===== src/rtl/display_resultado.sv =====
// Six-digit multiplexed 7-segment display of a 7-bit quotient and remainder.
// Both operands go through a shift-add-3 BCD conversion before display.
module display_resultado #(
    parameter int REFRESH_DIV = 50000
) (
    input  logic       clk,
    input  logic       rst_n,
    input  logic       done,
    input  logic [6:0] Q,
    input  logic [6:0] R,
    output logic [6:0] seg,
    output logic [5:0] an,
    output logic       busy,
    output logic       valid
);

    localparam int CW = (REFRESH_DIV > 2) ? $clog2(REFRESH_DIV) : 1;

    typedef enum logic [1:0] {
        IDLE,
        CONV,
        SHOW
    } state_t;

    state_t        state;
    logic [2:0]    iter;
    logic [18:0]   sh_q;
    logic [18:0]   sh_r;
    logic [11:0]   bcd_q;
    logic [11:0]   bcd_r;
    logic [CW-1:0] ref_cnt;
    logic [2:0]    digit;

    logic [18:0] nq;
    logic [18:0] nr;
    logic [11:0] opnd;
    logic [1:0]  pos;
    logic [3:0]  nib;
    logic        blank;
    logic [6:0]  seg_n;
    logic [5:0]  an_n;

    // Layout: [18:15] hundreds, [14:11] tens, [10:7] ones, [6:0] binary
    function automatic logic [18:0] dd_step(input logic [18:0] s);
        logic [18:0] t;
        t = s;
        for (int i = 0; i < 3; i++) begin
            if (t[7+4*i +: 4] >= 4'd5)
                t[7+4*i +: 4] = t[7+4*i +: 4] + 4'd3;
        end
        return {t[17:0], 1'b0};
    endfunction

    assign nq = dd_step(sh_q);
    assign nr = dd_step(sh_r);

    always_comb begin
        opnd = bcd_r;
        pos  = 2'd0;
        unique case (digit)
            3'd0: begin opnd = bcd_r; pos = 2'd0; end
            3'd1: begin opnd = bcd_r; pos = 2'd1; end
            3'd2: begin opnd = bcd_r; pos = 2'd2; end
            3'd3: begin opnd = bcd_q; pos = 2'd0; end
            3'd4: begin opnd = bcd_q; pos = 2'd1; end
            3'd5: begin opnd = bcd_q; pos = 2'd2; end
            default: begin opnd = bcd_r; pos = 2'd0; end
        endcase
        nib   = opnd[{pos, 2'b00} +: 4];
        blank = 1'b0;
        if (pos == 2'd2)
            blank = (opnd[11:8] == 4'd0);
        else if (pos == 2'd1)
            blank = (opnd[11:4] == 8'd0);
        unique case (nib)
            4'd0: seg_n = 7'b1000000;
            4'd1: seg_n = 7'b1111001;
            4'd2: seg_n = 7'b0100100;
            4'd3: seg_n = 7'b0110000;
            4'd4: seg_n = 7'b0011001;
            4'd5: seg_n = 7'b0010010;
            4'd6: seg_n = 7'b0000010;
            4'd7: seg_n = 7'b1111000;
            4'd8: seg_n = 7'b0000000;
            4'd9: seg_n = 7'b0010000;
            default: seg_n = 7'h7F;
        endcase
        if (blank)
            seg_n = 7'h7F;
        an_n = ~(6'b1 << digit);
    end

    always_ff @(posedge clk or negedge rst_n) begin
        if (!rst_n) begin
            state   <= IDLE;
            iter    <= 3'd0;
            sh_q    <= '0;
            sh_r    <= '0;
            bcd_q   <= '0;
            bcd_r   <= '0;
            ref_cnt <= '0;
            digit   <= 3'd0;
            busy    <= 1'b0;
            valid   <= 1'b0;
            seg     <= 7'h7F;
            an      <= 6'h3F;
        end else begin
            if (ref_cnt == CW'(REFRESH_DIV - 1)) begin
                ref_cnt <= '0;
                digit   <= (digit == 3'd5) ? 3'd0 : digit + 3'd1;
            end else begin
                ref_cnt <= ref_cnt + 1'b1;
            end

            seg <= valid ? seg_n : 7'h7F;
            an  <= valid ? an_n : 6'h3F;

            unique case (state)
                IDLE, SHOW: begin
                    if (done) begin
                        sh_q  <= {12'd0, Q};
                        sh_r  <= {12'd0, R};
                        iter  <= 3'd0;
                        busy  <= 1'b1;
                        state <= CONV;
                    end
                end
                CONV: begin
                    sh_q <= nq;
                    sh_r <= nr;
                    iter <= iter + 3'd1;
                    // Display registers keep the old result until the last step
                    if (iter == 3'd6) begin
                        bcd_q <= nq[18:7];
                        bcd_r <= nr[18:7];
                        busy  <= 1'b0;
                        valid <= 1'b1;
                        state <= SHOW;
                    end
                end
                default: state <= IDLE;
            endcase
        end
    end

endmodule


===== config.mk =====
export PLATFORM = sky130hd
export DESIGN_NAME = display_resultado
export DESIGN_NICKNAME = d
export VERILOG_FILES = /design/src/rtl/display_resultado.sv
export SDC_FILE = /design/constraint.sdc
export NUM_CORES = 1
export LEC_CHECK = 0
export ABC_AREA = 0
export BUFFER_PORTS_ARGS = -buffer_cell sky130_fd_sc_hd__buf_4
export CAP_MARGIN = 10
export CELL_PAD_IN_SITES_DETAIL_PLACEMENT = 1
export CELL_PAD_IN_SITES_GLOBAL_PLACEMENT = 1
export CORE_UTILIZATION = 48
export DETAILED_ROUTE_END_ITERATION = 8
export PLACE_DENSITY_LB_ADDON = 0.1
export SETUP_SLACK_MARGIN = 0.4
export SLEW_MARGIN = 5
export SYNTH_ARGS = -nofsm -noshare
export SYNTH_HDL_FRONTEND = slang
export SYNTH_SLANG_ARGS = --single-unit

===== constraint.sdc =====
create_clock -name clk -period 2.5 [get_ports clk]
set_input_delay 0.375 -clock clk [delete_from_list [all_inputs] [get_ports clk]]
set_output_delay 0.375 -clock clk [all_outputs]
set_load 0.02 [all_outputs]

==> impl_metrics.yaml, run 1 <==
route:
  vias_per_cell: 5.656
  first_pass_iters: 4
  drc: 0
  totalWireLength_um: 11650
  drt_first_iter_violations: 112
  antenna_left: 0
  via_count: 3761
  wl_per_cell_um: 17.51
floorplanning:
  die_area_um2: 10890
  core_area_um2: 9955
  die_y_um: 104.4
  start_util_pct: 50.52
  die_w_um: 104.4
  io_pins: 32
  core.rowCount: 36
global_route:
  grt_pass1_wl_um: 19300
  grt_use_total_pct: 22.29
  grt_pass1_vias: 3935
  antenna_found_initial: 0
  grt-ovfl-total: 0
  grt_max_degree: 45
setup_path:
  required_ns: 2.82
  r2r_cells: 7
  end_kind: "flop"
  crit_arrival_ns: 2.39
  rrSetupSlack_ns: 0.42
  worstPathMaxFanout: 6
  critPathLaunchType: "flop"
  r2r-start: "digit[0]$_DFFE_PN0N_"
  rr_endpoint: "seg[3]$_DFF_PN1_"
  worst-setup-path-type: "flop to flop"
hold_path:
  whs_path_depth: 2
  min_from: "done"
  hold_path_end: "state[1]$_DFFE_PN0P_"
  hold_path_class: "input pin to flop"
timing:
  setup_ws_ns: 0.4249
  post-route-period-util_pct: 83.00
  holdWs_ns: 0.1967
  tightest_slew_ns: 0.5775
  setup_viol: 0
  rsz0062_at_grt: "true"
  fin_skew_ns: 0.01122
  fmax_ghz: 0.4819
  drv_slew: 0
  finalSetupTns_ns: 0
  hold_violations: 0
  fin_crit_ns: 2.075
  max_slew_margin_pct: 61.50
synthesis:
  synth_seq_area_share_pct: 50.58
  synth_nets: 515
  synth_edf_count: 0
  synth_ff_type: "dfrtp_1"
  yosys_warnings: 0
  synth_area_um2: 5029
  avgSynthCellArea_um2: 10.45
  syn_inst: 481
  async_flop_share_pct: 100.0
  synth.distinct_cells: 54
  synth.ff_latch_count: 101
cts:
  clock_sinks: 101
  cts.reportedPaths.clkPinSlew_ns: 0.10
  htreeDepth: 3
  cts_made_buffers: 9
  clk_latency_ns: 0.37
  cts-root-buf: "clkbuf_8"
  cts.path.max_buffers: 2
  cts_tree: "built"
placement:
  io_buffers: 31
  placedCellCount: 634
  place.gp.congestion: 0.7939
  dp_hpwl_um: 7993
  pre_cts_slack_ns: 0.1444
  post_dp_cell_area_um2: 5406
pwr:
  switching_share_pct: 39.47
  leakagePower_nw: 2.574
  comb_power_share_pct: 40.4
  pwr-share-seq_pct: 42.5
  clkPwrFrac_pct: 17.1
  p_total_mw: 6.423
  peakVddDrop_v: 0.0005655
  power_density_nw_per_um2: 1111
  p_int_mw: 3.888
  p_sw_mw: 2.535
final_layout:
  final_cell_mix: "dfrtp_1, buf_4, o21ai_0, nand2_1, nor2_1"
  drive_above_1_share_pct: 22.74
  n_antenna_cell: 0
  area_growth_pct: 15.00
  finalInstanceArea_um2: 5783
  utilization_pct: 58.09
  layoutNonFillerInstCount: 665
  nNetsFinal: 561
  layout_commonest_cell: "dfrtp_1"
job:
  drv_cap: 0
run_status:
  outcome: "finished clean"
==> worst max-delay path by stage <==
stage,from,endpoint,slack [ns],cells past startpoint
after detailed placement,digit[0]$_DFFE_PN0N_,seg[0]$_DFF_PN1_,0.14,6
after global routing,digit[0]$_DFFE_PN0N_,seg[1]$_DFF_PN1_,0.35,8
after global placement,digit[0]$_DFFE_PN0N_,seg[6]$_DFF_PN1_,0.31,7
after floorplan,digit[1]$_DFFE_PN0N_,seg[6]$_DFF_PN1_,0.68,9
final,digit[0]$_DFFE_PN0N_,seg[3]$_DFF_PN1_,0.42,7
after CTS,digit[1]$_DFFE_PN0N_,seg[6]$_DFF_PN1_,0.41,7
==> logic make-up (layout without fill, tap and decap cells) <==
| family | count (synthesis) | after routing | synth area share [%] |
|---|---|---|---|
| AOI/OAI and AO/OA | 118 | 118 | 15.15 |
| DFF | 101 | 101 | 50.58 |
| xor gates and xnor gates | 20 | 20 | 3.483 |
| buffers and inverters | 39 | 90 | 3.633 |
| and+or+nand+nor | 149 | 149 | 15.18 |
| adders and majority gates | 17 | 17 | 4.230 |
| muxes | 37 | 37 | 7.738 |
==> cell usage after synthesis (3+ instances only) <==
| cell type | instances | area (um^2) |
|---|---|---|
| xor2_1 | 7 | 61.31 |
| clkbuf_1 | 11 | 41.29 |
| nand3_1 | 21 | 105.1 |
| nor2b_1 | 5 | 31.28 |
| inv_2 | 3 | 11.26 |
| a22o_1 | 15 | 131.4 |
| nand2b_1 | 12 | 75.07 |
| o2bb2ai_1 | 3 | 26.28 |
| a21oi_1 | 22 | 110.1 |
| xnor2_1 | 13 | 113.9 |
| buf_6 | 4 | 45.04 |
| nand2_1 | 48 | 180.2 |
| nor3_1 | 10 | 50.05 |
| nor4_1 | 3 | 18.77 |
| o21ai_0 | 51 | 255.2 |
| nor2_1 | 24 | 90.09 |
| o22a_1 | 3 | 26.28 |
| o21a_1 | 3 | 22.52 |
| inv_1 | 16 | 60.06 |
| nor3b_1 | 11 | 82.58 |
| mux2i_1 | 22 | 220.2 |
| dfrtp_1 | 88 | 2202 |
| ha_1 | 17 | 212.7 |
| mux2_2 | 15 | 168.9 |
| a21o_1 | 4 | 30.03 |
| dfstp_2 | 13 | 341.6 |
==> final cells by class <==
| cell class | instances | area (um^2) |
|---|---|---|
| repair buffers | 55 | 425.4 |
| clock inverters | 5 | 58.81 |
| multi-input cells | 341 | 2360 |
| well taps | 133 | 166.4 |
| inverters | 19 | 71.32 |
| fillers | 1093 | 4172 |
| flip-flops and latches | 101 | 2550 |
| clock buffers | 11 | 151.4 |
==> state kept, by name, indices dropped and copies added, names as in the netlist, 2 cells and up <==
signal   count
an           6
bcd_q       12
bcd_r       12
digit        3
iter         3
ref_cnt     16
seg          7
sh_q        19
sh_r        19
state        2
==> power groups by stage <==
stage / logic (mW) / clock network, mW / registers [mW]
global route: 2.90 / 1.18 / 2.80
detailed placement: 2.52 / 0 / 2.74
CTS: 2.55 / 1.13 / 2.72
global placement: 2.37 / 0 / 2.71
floorplan: 1.76 / 0 / 2.67
finish: 2.59 / 1.10 / 2.73
==> critical path, stage by stage, from the launching register on <==
cell,delay (ns)
dfrtp_4,0.52
buf_2,0.18
nand2b_1,0.15
a32oi_1,0.25
o31ai_2,0.12
buf_4,0.17
or4_1,0.52
nand3_1,0.12
==> layer usage <==
layer | track usage, % | vias up | part of all wire [%]
met5 | 0 | - | 0
met4 | 9.490 | 0 | 2.4
met3 | 3.822 | 21 | 2.8
met2 | 37.84 | 60 | 50
met1 | 27.92 | 1888 | 45
li1 | - | 1792 | -
==> what timing repair did <==
action / CTS / global route
gates resized for setup: 5 / 10
hold endpoints to repair: 35 / 0
hold buffers: 1 / 0
setup endpoints to repair: 7 / 6
setup buffers: 1 / 13
pin swaps: 1 / 2
(Power assumes the default switching activity.)
==> inputs of run 2 (changes only) <==
- clock period: 2.5 -> 2.1 ns (I/O delays scaled with it)
==> impl_metrics.yaml, run 2 (synthesized netlist as in run 1, its figures left out) <==
pwr:
  power_density_nw_per_um2: 1290
  peakVddDrop_v: 0.0007338
  p_total_mw: 7.946
  leakagePower_nw: 2.732
global_route:
  met1_usage_pct: 30.07
  grt_pass1_vias: 4190
  grt.met2_usage_pct: 41.20
  use_met3_pct: 6.704
  grt_use_total_pct: 24.53
  top_usage_layer: "met2"
  grt_max_degree: 48
  antenna_found_initial: 0
  grt-ovfl-total: 0
  grt_pass1_wl_um: 20860
placement:
  place.gp.congestion: 0.9244
  placedCellCount: 646
  io_buffers: 31
  pre_cts_slack_ns: 0.08340
  post_dp_cell_area_um2: 5523
  dp_hpwl_um: 8235
floorplanning:
  die_area_um2: 10890
  start_util_pct: 50.52
  die_w_um: 104.4
  core.rowCount: 36
  die_y_um: 104.4
  core_area_um2: 9955
  io_pins: 32
cts:
  cts_tree: "built"
  cts_made_buffers: 9
  clock_sinks: 101
  clk_latency_ns: 0.39
  cts-root-buf: "clkbuf_8"
  cts.path.max_buffers: 2
  htreeDepth: 3
  cts.reportedPaths.clkPinSlew_ns: 0.10
timing:
  finalSetupTns_ns: 0
  post-route-period-util_pct: 94.34
  hold_violations: 0
  rsz0062_at_grt: "true"
  max_slew_margin_pct: 58.87
  fmax_ghz: 0.5047
  fin_crit_ns: 1.981
  setup_ws_ns: 0.1188
  setup_viol: 0
  tightest_slew_ns: 0.6169
  fin_skew_ns: 0.01542
  drv_slew: 0
final_layout:
  fillers: 1075
  drive_above_1_share_pct: 31.56
  seqCellArea_um2: 2550
  reg_top3: "sh_q (19), sh_r (19), ref_cnt (16)"
  final_cell_mix: "dfrtp_1, buf_4, nand2_1, o21ai_0, nor2_1"
  finalInstanceArea_um2: 6161
  area_growth_pct: 22.52
  layoutNonFillerInstCount: 678
  n_antenna_cell: 0
  nNetsFinal: 575
  layout_commonest_cell: "dfrtp_1"
  multi_input_area_um2: 2609
route:
  antenna_left: 0
  totalWireLength_um: 12770
  drc: 0
  drt_first_iter_violations: 149
  wl_per_cell_um: 18.83
  via_count: 3873
  vias_per_cell: 5.712
  first_pass_iters: 4
setup_path:
  crit_arrival_ns: 2.31
  critPathLaunchType: "flop"
  worstPathMaxFanout: 5
  worst-setup-path-type: "flop to flop"
  required_ns: 2.43
  end_kind: "flop"
hold_path:
  hold_path_class: "input pin to flop"
run_status:
  outcome: "finished clean"
job:
  drv_cap: 0
==> run 2: repair_timing <==
action | CTS | global route
buffers inserted | 10 | 6
setup endpoints to repair | 15 | 35
hold buffers | 1 | 0
hold endpoints to repair | 22 | 0
gates resized for setup | 22 | 58
pin swaps | 10 | 20
gates cloned | 0 | 0
==> run 2: report_power, final <==
group | internal (mW) | switching [mW] | total (mW)
Clock | 0.581 | 0.683 | 1.26
Combinational | 1.55 | 1.85 | 3.40
Sequential | 2.64 | 0.638 | 3.28
==> run 2: cell type report <==
cell class / instances / share of cell area [%]
flip-flops and latches: 101 / 41.39
repair buffers: 69 / 9.301
clock buffers: 12 / 2.356
multi-input cells: 341 / 42.34
well taps: 133 / 2.701
clock inverters: 3 / 0.7514
inverters: 19 / 1.158
==> run 2: worst paths after layout <==
path	from	endpoint	slack [ns]	depth (start not counted)
min	done	state[1]$_DFFE_PN0P_	0.13	2
min in group asynchronous	rst_n	digit[1]$_DFFE_PN0N_	0.43	2
max	digit[0]$_DFFE_PN0N_	seg[3]$_DFF_PN1_	0.12	6
max reg2reg	digit[0]$_DFFE_PN0N_	seg[3]$_DFF_PN1_	0.12	6
max in group asynchronous	rst_n	sh_r[12]$_DFFE_PN0P_	1.02	3
min reg2reg	sh_r[0]$_DFFE_PN0P_	sh_r[1]$_DFFE_PN0P_	0.49	2
==> run 2: metal layers <==
metal  vias up  part of all wire, %  wire length [um]
met3        27                  2.0               261
met2        59                   51              6516
met5         -                    0                 0
li1       1822                    -                 -
met1      1965                   44              5603
met4         0                  3.0               387
==> run 2: critical path: stages (launching register included) <==
cell and delay (ns):
dfrtp_1 0.41, buf_6 0.13, or3b_4 0.40, o22a_1 0.26
o21a_4 0.15, or4_4 0.48, nand3_2 0.08
==> run 2: stage by stage <==
stage	utilization [%]	hold slack [ns]
after global placement	55.48	0.3119
after global routing	61.89	0.1367
after detailed placement	55.48	0.3157
after floorplan	-	0.01941
final	61.89	0.1257
after CTS	59.30	0.1056
